$ cat config.mk
export PLATFORM = sky130hd
export DESIGN_NAME = mem_port_arbiter
export DESIGN_NICKNAME = d
export VERILOG_FILES = /design/src/rtl/mem_port_arbiter.sv
export SDC_FILE = /design/constraint.sdc
export NUM_CORES = 1
export LEC_CHECK = 0
export CAP_MARGIN = 20
export CORE_AREA = 2 2 108 110
export CTS_CLUSTER_SIZE = 8
export DETAILED_ROUTE_END_ITERATION = 12
export DIE_AREA = 0 0 110 112
export PLACE_DENSITY = 0.64
export SLEW_MARGIN = 10
export SYNTH_ARGS = -nofsm -noshare
export SYNTH_HDL_FRONTEND = slang
export SYNTH_SLANG_ARGS = --single-unit
$ cat constraint.sdc
create_clock -name clk -period 1.8 [get_ports clk]
set_clock_uncertainty 0.15 [all_clocks]
set_input_delay 0.27 -clock clk [delete_from_list [all_inputs] [get_ports clk]]
set_output_delay 0.27 -clock clk [all_outputs]
set_load 0.01 [all_outputs]
$ cat src/rtl/mem_port_arbiter.sv
// Shares one memory port between imem and dmem, one transaction in flight.
// Define MEM_ARB_PERF_EN to add grant and stall performance counters.
module mem_port_arbiter #(
    parameter int ADDR_W   = 32,
    parameter int DATA_W   = 32,
    parameter int MAX_WAIT = 4
) (
    input  logic              clk,
    input  logic              reset,
    input  logic              i_req_valid,
    output logic              i_req_ready,
    input  logic [ADDR_W-1:0] i_req_addr,
    output logic              i_resp_valid,
    output logic [DATA_W-1:0] i_resp_data,
    input  logic              d_req_valid,
    output logic              d_req_ready,
    input  logic [ADDR_W-1:0] d_req_addr,
    input  logic [DATA_W-1:0] d_req_wdata,
    input  logic              d_req_fcn,
    input  logic [2:0]        d_req_typ,
    output logic              d_resp_valid,
    output logic [DATA_W-1:0] d_resp_data,
    output logic              m_req_valid,
    input  logic              m_req_ready,
    output logic [ADDR_W-1:0] m_req_addr,
    output logic [DATA_W-1:0] m_req_wdata,
    output logic              m_req_fcn,
    output logic [2:0]        m_req_typ,
    input  logic              m_resp_valid,
    input  logic [DATA_W-1:0] m_resp_data
`ifdef MEM_ARB_PERF_EN
    ,
    output logic [31:0]       perf_i_grants,
    output logic [31:0]       perf_d_grants,
    output logic [31:0]       perf_stall_cycles
`endif
);

    localparam logic [1:0] IDLE = 2'd0;
    localparam logic [1:0] HOLD = 2'd1;
    localparam logic [1:0] WAIT = 2'd2;

    localparam int CW = $clog2(MAX_WAIT + 1);
    localparam logic [CW-1:0] MAX_CNT = CW'(MAX_WAIT);

    logic [1:0]    r_state;
    logic          r_owner;
    logic          r_fcn;
    logic [CW-1:0] r_wait_cnt;

    logic w_idle;
    logic w_hold;
    logic w_wait;
    logic w_force;
    logic w_sel;
    logic w_src_valid;
    logic w_accept;
    logic w_done;

    assign w_idle = (r_state == IDLE);
    assign w_hold = (r_state == HOLD);
    assign w_wait = (r_state == WAIT);

    // imem wins over a pending dmem once it has lost MAX_WAIT times in a row
    assign w_force     = (r_wait_cnt == MAX_CNT) && i_req_valid;
    assign w_sel       = w_hold ? r_owner : (d_req_valid && !w_force);
    assign w_src_valid = w_sel ? d_req_valid : i_req_valid;

    assign m_req_valid = !reset && (w_idle || w_hold) && w_src_valid;
    assign m_req_addr  = !m_req_valid ? '0
                       : (w_sel ? d_req_addr : i_req_addr);
    assign m_req_wdata = (m_req_valid && w_sel) ? d_req_wdata : '0;
    assign m_req_fcn   = m_req_valid && w_sel && d_req_fcn;
    assign m_req_typ   = !m_req_valid ? 3'b000
                       : (w_sel ? d_req_typ : 3'b010);

    assign w_accept    = m_req_valid && m_req_ready;
    assign i_req_ready = w_accept && !w_sel;
    assign d_req_ready = w_accept && w_sel;

    assign w_done       = !reset && w_wait && m_resp_valid;
    assign i_resp_valid = w_done && !r_owner;
    assign i_resp_data  = i_resp_valid ? m_resp_data : '0;
    assign d_resp_valid = w_done && r_owner;
    // stores complete with an ack only, never with data
    assign d_resp_data  = (d_resp_valid && !r_fcn) ? m_resp_data : '0;

    always_ff @(posedge clk) begin
        if (reset) begin
            r_state    <= IDLE;
            r_owner    <= 1'b0;
            r_fcn      <= 1'b0;
            r_wait_cnt <= '0;
        end else begin
            case (r_state)
                IDLE: begin
                    if (m_req_valid) begin
                        r_owner <= w_sel;
                        r_fcn   <= w_sel && d_req_fcn;
                        r_state <= m_req_ready ? WAIT : HOLD;
                        if (!w_sel) begin
                            r_wait_cnt <= '0;
                        end else if (i_req_valid && r_wait_cnt != MAX_CNT) begin
                            r_wait_cnt <= r_wait_cnt + 1'b1;
                        end
                    end
                end
                HOLD: begin
                    if (w_accept) begin
                        r_state <= WAIT;
                    end
                end
                WAIT: begin
                    if (m_resp_valid) begin
                        r_state <= IDLE;
                    end
                end
                default: r_state <= IDLE;
            endcase
        end
    end

`ifdef MEM_ARB_PERF_EN
    logic w_stall;

    assign w_stall = (i_req_valid && !i_req_ready)
                  || (d_req_valid && !d_req_ready);

    always_ff @(posedge clk) begin
        if (reset) begin
            perf_i_grants     <= '0;
            perf_d_grants     <= '0;
            perf_stall_cycles <= '0;
        end else begin
            if (i_req_ready) perf_i_grants <= perf_i_grants + 32'd1;
            if (d_req_ready) perf_d_grants <= perf_d_grants + 32'd1;
            if (w_stall) perf_stall_cycles <= perf_stall_cycles + 32'd1;
        end
    end
`endif

endmodule

# Word-level counts from Yosys, hierarchy flattened
# Index checks and enable logic that the tools add are counted.
[classes]
eq_ne = 8
mux = 16
n_reduce_logical = 26
addsub = 1
[op_table]
columns = ["cell", "n"]
rows = [
  ["two-way mux 32 bit", 5],
  ["logical AND 1 bit", 16],
  ["two-way mux 3 bit", 4],
  ["two-way mux 2 bit", 4],
  ["one-hot mux 2 bit (3 select lines)", 1],
  ["AND reduction 3 bit", 2],
  ["logical NOT 1 bit", 5],
  ["!= test 2 x 1 -> 1 bit (second input constant)", 2],
  ["!= test 2 bit (second input constant)", 2],
  ["adder 3 x 1 -> 3 bit (second input constant)", 1],
  ["equality test 3 bit (second input constant)", 1],
  ["!= test 3 bit (second input constant)", 1],
  ["equality test 2 x 1 -> 1 bit (second input constant)", 1],
  ["equality test 2 bit (second input constant)", 1],
  ["logical NOT 2 bit", 1],
  ["two-way mux 1 bit", 2],
  ["AND reduction 2 bit", 1],
  ["logical OR 1 bit", 1],
]
[word_totals]
out_inout_bits = 137
input_bits = 138
wordCells = 55
ff_bits = 7

# Logic depth before layout (Yosys ltp)
# Gate-level depths: netlist of the first run.
[depth]
ltp_word = 10
mapped_depth = 8
depth_no_buf = 6

# Worst setup path before layout of the first run
# Ideal clock, no wire load.
[synth_path]
path_kind = "register to output"
start = "register r_wait_cnt[0]"
end = "output m_req_addr[23]"
n_path_buf = 2
setup_slack_ns = -0.069
required_ns = 1.380
path_stages_with_launch = 9
arrival_ns = 1.449
cell_sequence = "dfxtp_1 -> inv_1 -> ha_1 -> nand3_1 -> a31oi_1 -> buf_4 -> buf_6 -> mux2i_1 -> nor2_1"
[synth_via]
elab_chain_len = 8
elab_cells_between_ends = 9
classes_between = "1 x eq/ne; 4 x mux; 4 x reduce/logical"
[synth_rtl]
columns = ["item", "line_no", "rtl"]
rows = [
  ["start, declared", "49", "logic [CW-1:0] r_wait_cnt;"],
  ["start signal, assigned", "104", "r_wait_cnt <= r_wait_cnt + 1'b1;"],
  ["equality test 3 bit (*)", "65", "assign w_force = (r_wait_cnt == MAX_CNT) && i_req_valid;"],
  ["logical AND 1 bit (*)", "65", ""],
  ["logical NOT 1 bit (*)", "66", "assign w_sel = w_hold ? r_owner : (d_req_valid && !w_force);"],
  ["logical AND 1 bit (*)", "66", ""],
  ["two-way mux 1 bit (*)", "66", ""],
  ["two-way mux 1 bit", "67", "assign w_src_valid = w_sel ? d_req_valid : i_req_valid;"],
  ["logical AND 1 bit", "69", "assign m_req_valid = !reset && (w_idle || w_hold) && w_src_valid;"],
  ["two-way mux 32 bit (*)", "70", "assign m_req_addr = !m_req_valid ? '0"],
  ["end, declared", "25", "output logic [ADDR_W-1:0] m_req_addr,"],
]
# Every way passes the cells marked *; elsewhere a longest branch is shown, timed or not.

# Worst setup path in the final report of the first run
[layout_path]
start = "register r_state[0]"
end = "output i_resp_data[11]"
[layout_via]
elab_chain_len = 5
[layout_rtl]
columns = ["item", "line_no", "rtl"]
rows = [
  ["start, declared", "46", "logic [1:0] r_state;"],
  ["start signal, assigned", "100", "r_state <= m_req_ready ? WAIT : HOLD;"],
  ["equality test 2 bit", "62", "assign w_wait = (r_state == WAIT);"],
  ["logical AND 1 bit (2 in a row)", "81", "assign w_done = !reset && w_wait && m_resp_valid;"],
  ["logical AND 1 bit", "82", "assign i_resp_valid = w_done && !r_owner;"],
  ["two-way mux 32 bit", "83", "assign i_resp_data = i_resp_valid ? m_resp_data : '0;"],
  ["end, declared", "14", "output logic [DATA_W-1:0] i_resp_data,"],
]
# Every way passes these cells.

==> results of run 1 <==
[state kept, by name, summed over array words and instances, names as in the netlist]
signal,count
r_fcn,1
r_state,2
r_owner,1
r_wait_cnt,3
[per-stage QoR]
step | setup TNS [ns] | std cells | setup slack, ns | hold slack (ns)
floorplan | 0 | 242 | 0.00835 | 0.287
global placement | -99.33 | 668 | -0.822 | 0.378
detailed placement | -101.05 | 668 | -0.844 | 0.361
CTS | -42.96 | 725 | -0.458 | 0.395
global route | -50.21 | 723 | -0.483 | 0.259
finish | -42.35 | 723 | -0.432 | 0.245
[worst max-delay path by stage]
stage	from	to	slack [ns]	cells after the start
2_1_floorplan	r_state[0]	m_req_addr[10]	0.008	7
3_3_place_gp	i_req_valid	m_req_addr[1]	-0.82	7
3_5_place_dp	i_req_valid	m_req_addr[0]	-0.84	7
4_1_cts	r_wait_cnt[0]	m_req_addr[0]	-0.46	10
5_1_grt	r_state[0]	i_resp_data[11]	-0.48	10
6_report	r_state[0]	i_resp_data[11]	-0.43	10
[worst max-delay path, cell delays in order (launching register included)]
cell     delay (ns)
dfxtp_4        0.36
nor2_4         0.12
nand2_4        0.07
buf_6          0.12
nor3b_4        0.16
buf_6          0.16
buf_12         0.12
buf_16         0.11
buf_4          0.10
and2_4         0.14
buf_6          0.09
[logic make-up after synthesis]
family          synth area share, %
simple gates                   56.2
mux                            20.3
buf+inv                        7.69
compound gates                 5.69
flops                          8.62
fa+ha+maj                      1.54
[metal layers]
layer | wire [um] | up-vias
met2 | 6520 | 176
met4 | 266 | 0
met5 | 0 | -
met3 | 1280 | 16
met1 | 4200 | 1380
li1 | - | 1457
[layout make-up]
| cell class | count | area share, % |
|---|---|---|
| inverters | 4 | 0.252 |
| well taps | 143 | 3.00 |
| multi-input cells | 212 | 28.8 |
| clock buffers | 3 | 1.26 |
| clock inverters | 1 | 0.0839 |
| flip-flops and latches | 7 | 2.50 |
| repair buffers | 353 | 64.1 |
[repair_timing]
action | 4_1_cts | 5_1_grt
hold buffers | 0 | 0
gates resized for setup | 741 | 94
cloned | 16 | 1
setup endpoints to repair | 138 | 142
pin swaps | 48 | 36
buffers inserted | 37 | 6
[power by group]
| group | leakage [nW] | total, mW | internal (mW) | switching [mW] |
|---|---|---|---|---|
| registers | 0.0594 | 0.171 | 0.163 | 0.00804 |
| clock network | 0.0409 | 0.386 | 0.292 | 0.0941 |
| logic | 2.74 | 1.11 | 0.720 | 0.390 |
[cell usage in the layout, fill, tap and decap left out, types with 4 or more instances in the layout]
cell type and count:
and2_1 4, buf_16 13, buf_4 23, and2_4 96, dfxtp_2 4, clkdlybuf4s50_1 133, buf_12 14, mux2i_1 31
clkbuf_16 4, nand2_1 6, buf_6 123, buf_2 39, nor2_1 39
==> results.toml, run 1 <==
[placement]
postPlaceCellArea_um2 = 4750
gp_congestion = 0.771
dp_hpwl_mm = 7.73
numPortBuffers = 274

[grt]
global_route.usage.met3_pct = 4.45
grt_util_met2_pct = 35.7
overflow = 0
grt_first_pass_wirelength_mm = 17.5
number_of_antenna_violations_at_the_first_check_in_global_routing = 0
number_of_global_route_vias_before_repair = 3338
grt_max_degree = 34
grt_util_all_layers_pct = 18.4
grt.met1_usage_pct = 19.1
grt_busiest_layer = "met2"

[worst_setup_path]
startpoint_type = "register"
worst_ep_arrival_time_ns = 1.81
worstReg2RegStart = "r_wait_cnt[1]"
crit_required_ns = 1.38
worst-setup-path-type = "register to primary output"
worstSetupEndpointType = "primary output"
reg2reg_depth = 9
worstPathMaxFanout = 6
ff2ff_setup_slack_ns = -0.12
r2r-end = "r_wait_cnt[2]"

[floorplan]
die_area_um2 = 12300
floorplan.core_area_um2 = 11200
ioPinCount = 275
floorplan.die.height_um = 112
fp-row-count = 39
starting_utilization_of_the_core_area_pct = 14.6
die_w_um = 110

[layout]
drive_above_1_share_pct = 59.1
num_antenna_cells = 0
fillers = 977
multi_input_comb_area_um2 = 1720
final_core_utilization_pct = 53.4
stdcell_area_um2 = 5970
sequential_cell_area_um2 = 149
area_delta_synth_final_pct = 267
finish.net_count = 721

[synthesis]
synth.yosys.seq_area_share_pct = 8.62
synth.net_count = 382
synthesized_instance_count = 242
post_synthesis_mean_instance_area_um2 = 6.72
synth.lib_cells_used.distinct = 32
synth-edff-count = 0
synth_warnings = 0
ys_dominant_reg_cell = "dfxtp_1"
synth_area_um2 = 1630
netlist_top_cells_count = "100 x and2_1, 42 x nor2_1, 33 x mux2i_1"
yosysMostFrequentCell = "and2_1"
synth_top_area_share_pct = 38.5
synth_async_reset_ratio_pct = 0
cell_type_contributing_the_most_total_cell_area_after_synthesis = "and2_1"
yosys_register_bits = 7
yosys-top-cells-area = "and2_1 38%, mux2i_1 20%, nor2_1 9.7%, dfxtp_1 8.6%, clkbuf_1 2.5%"

[cts]
max-clock-path-buffers = 2
cts-htree-levels = 1
cts_root_buffer = "clkbuf_16"
clk_pin_slew_worst_paths_ns = 0.04
cts.sink_count = 7
cts_buffers = 3
worstSkewPairLatency_ns = 0.24
cts_tree = "yes"

[run]
drv_cap = 0

[hold_path]
min_from = "reset"
min_path_type = "input port to register"
worst_hold_path.endpoint = "r_wait_cnt[0]"
timing.hold.worst_path_depth = 3

[timing]
final-max-slew-violation-count = 0
timing.slew.headroom_pct = 84.7
report.final.hold_viol_count = 0
post-route-period-util_pct = 124
grt_setup_unrepaired = "true"
finalCriticalPeriod_ns = 2.23
maxClockFrequency_mhz = 448
final_setup_violation_count = 138
timing_worst_slew_pin_value_ns = 0.229
final.setup.worst_slack_ns = -0.432

[routing]
firstDrtPassIters = 4
drt-vias-per-instance = 4.19
dr_total_vias = 3029
wirelength_mm = 12.3
route.detailed.wl_per_inst_um = 17.0
route.antenna.remaining_nets = 0
dr.first_iter.drc_count = 99
remaining_drc_errors = 0

[run_status]
outcome = "complete, but fails checks"
failed_checks = "negative setup slack"

[pwr]
worst_ir_drop_vdd_uv = 200
p_total_mw = 1.67
power_density_nw_per_um2 = 279
static-leakage-power_nw = 2.84
(Power assumes the default switching activity.)
==> inputs of run 2 (changes only) <==
--- a/constraint.sdc
+++ b/constraint.sdc
@@ -3,3 +3,3 @@
 set_input_delay 0.27 -clock clk [delete_from_list [all_inputs] [get_ports clk]]
 set_output_delay 0.27 -clock clk [all_outputs]
-set_load 0.01 [all_outputs]
+set_load 0.005 [all_outputs]
==> run 2 against run 1 <==
  * The flow still finishes with violations (negative setup slack)
  * Register-to-register slack got worse by 0.05 ns
  * Setup slack improved by 0.096 ns
  * Power fell by 4.5%
  * Sequential power about the same
  * Critical path depth fell by 1
  * Highest routed layer is now met5
  * Wire length down 0.91%
==> results.toml, run 2 (synthesis results as in run 1) <==
[worst_setup_path]
worstPathMaxFanout = 7
cp_common_cell = "buf_6"
max_stage_delay_cell_worst_path = "dfxtp_4"
startpoint_type = "register"
crit_required_ns = 1.38
cp.buffers_inverters = 5
cpLargestDelayFamily = "simple AND/OR/NAND/NOR gates"
max_stage_delay_ns = 0.37
worst_ep_arrival_time_ns = 1.72
worstSetupEndpointType = "primary output"
crit_start = "r_state[0]"
crit_path_cell_chain = "nor2_4, nand2_4, nor3b_4, buf_6, buf_16, buf_12, buf_6, and2_4, buf_6"
worstReg2RegStart = "r_wait_cnt[1]"
ff2ff_setup_slack_ns = -0.17
worst-setup-path-type = "register to primary output"

[timing]
finalCriticalPeriod_ns = 2.14
grt_setup_unrepaired = "true"
final-max-slew-violation-count = 0
post-route-period-util_pct = 119
timing_worst_slew_pin_value_ns = 0.237
final.setup.worst_slack_ns = -0.336
final_setup_violation_count = 139
timing.slew.headroom_pct = 84.2
maxClockFrequency_mhz = 468
report.final.hold_viol_count = 0
timing.setup.tns_ns = -33.53

[pwr]
static-leakage-power_nw = 2.80
worst_ir_drop_vdd_uv = 240
power_density_nw_per_um2 = 273

[grt]
grt_util_all_layers_pct = 17.9
number_of_antenna_violations_at_the_first_check_in_global_routing = 1
overflow = 0
grt_first_pass_wirelength_mm = 17.1
grt_max_degree = 18
number_of_global_route_vias_before_repair = 3223

[cts]
max-clock-path-buffers = 2
cts_tree = "yes"
clk_pin_slew_worst_paths_ns = 0.04
worstSkewPairLatency_ns = 0.24
cts_hold_repair.buffers = 0
cts_root_buffer = "clkbuf_16"
cts-htree-levels = 1
cts_buffers = 3
cts.sink_count = 7

[layout]
largest_register_ffs = 3
finish.net_count = 715
top_register = "r_wait_cnt"
sequential_cell_area_um2 = 151
area_delta_synth_final_pct = 258
multi_input_comb_area_um2 = 1720
layout_common_cells = "133 x clkdlybuf4s50_1, 112 x buf_6, 94 x and2_4, 40 x nor2_1, 40 x buf_2"
final_common_cell = "clkdlybuf4s50_1"
largest_registers = "r_wait_cnt: 3 flops, r_state: 2 flops"
final_core_utilization_pct = 52.1
num_antenna_cells = 0
drive_above_1_share_pct = 58.4
fillers = 992

[routing]
wirelength_mm = 12.1
route.detailed.wl_per_inst_um = 16.9
firstDrtPassIters = 3
route.antenna.remaining_nets = 0
dr_total_vias = 2994
remaining_drc_errors = 0
dr.first_iter.drc_count = 62
drt-vias-per-instance = 4.18

[floorplan]
die_area_um2 = 12300
starting_utilization_of_the_core_area_pct = 14.6
die_w_um = 110
floorplan.core_area_um2 = 11200
floorplan.die.height_um = 112
fp-row-count = 39
ioPinCount = 275

[placement]
place_worst_setup_slack_ns = -0.769
gp_congestion = 0.783
numPortBuffers = 274
dp_hpwl_mm = 8.12

[hold_path]
min_from = "reset"
min_path_type = "input port to register"

[run]
drv_cap = 0

[run_status]
outcome = "complete, but fails checks"
failed_checks = "negative setup slack"
[run 2: power by group]
part	leakage [nW]	total [mW]	switching (mW)	internal [mW]
combinational	2.70	1.04	0.342	0.695
sequential	0.0597	0.171	0.00922	0.162
clock	0.0409	0.384	0.0916	0.292
total	2.80	1.59	0.443	1.15
[run 2: area by class of cell]
type	instances	area share (%)
Timing Repair Buffer	347	63.1
Multi-Input combinational cell	212	29.6
Tap cell	143	3.07
Sequential cell	7	2.60
Clock buffer	3	1.29
Inverter	4	0.258
Clock inverter	1	0.0860
[run 2: tightest hold or removal path: cells and delay by family]
| family | cells | cell delay, ns |
|---|---|---|
| buffers and inverters | 2 | 0.42 |
| and+or+nand+nor | 1 | 0.04 |
[run 2: through the flow]
| step | total power [mW] | instances | cell area, um^2 | hold slack, ns |
|---|---|---|---|---|
| 2_1_floorplan | 0.418 | 242 | 1640 | 0.287 |
| 3_3_place_gp | 1.01 | 666 | 4750 | 0.360 |
| 3_5_place_dp | 1.02 | 666 | 4750 | 0.355 |
| 4_1_cts | 1.57 | 724 | 5540 | 0.368 |
| 5_1_grt | 1.68 | 717 | 5820 | 0.393 |
| 6_report | 1.59 | 717 | 5820 | 0.382 |
[run 2: worst paths after layout]
kind,to,depth (start not counted)
max,i_resp_data[2],9
min,r_state[1],3
max reg2reg,r_wait_cnt[2],9
min reg2reg,r_state[1],2
[run 2: what timing repair did]
action | in CTS | in global routing
setup endpoints to repair | 138 | 142
hold endpoints to repair | 0 | 0
pin swaps | 51 | 41
gates cloned | 13 | 2
gates resized for setup | 696 | 124
setup buffers | 41 | 5
[run 2: metal layers]
| metal | up-vias | GRT usage (%) | wire [um] | share of wire, % |
|---|---|---|---|---|
| met5 | - | 0 | 13 | 0.11 |
| met4 | 2 | 2.62 | 68 | 0.56 |
| met3 | 8 | 5.15 | 1260 | 10 |
| met2 | 156 | 36.4 | 6730 | 55 |
| met1 | 1384 | 17.7 | 4080 | 34 |
| li1 | 1444 | - | - | - |
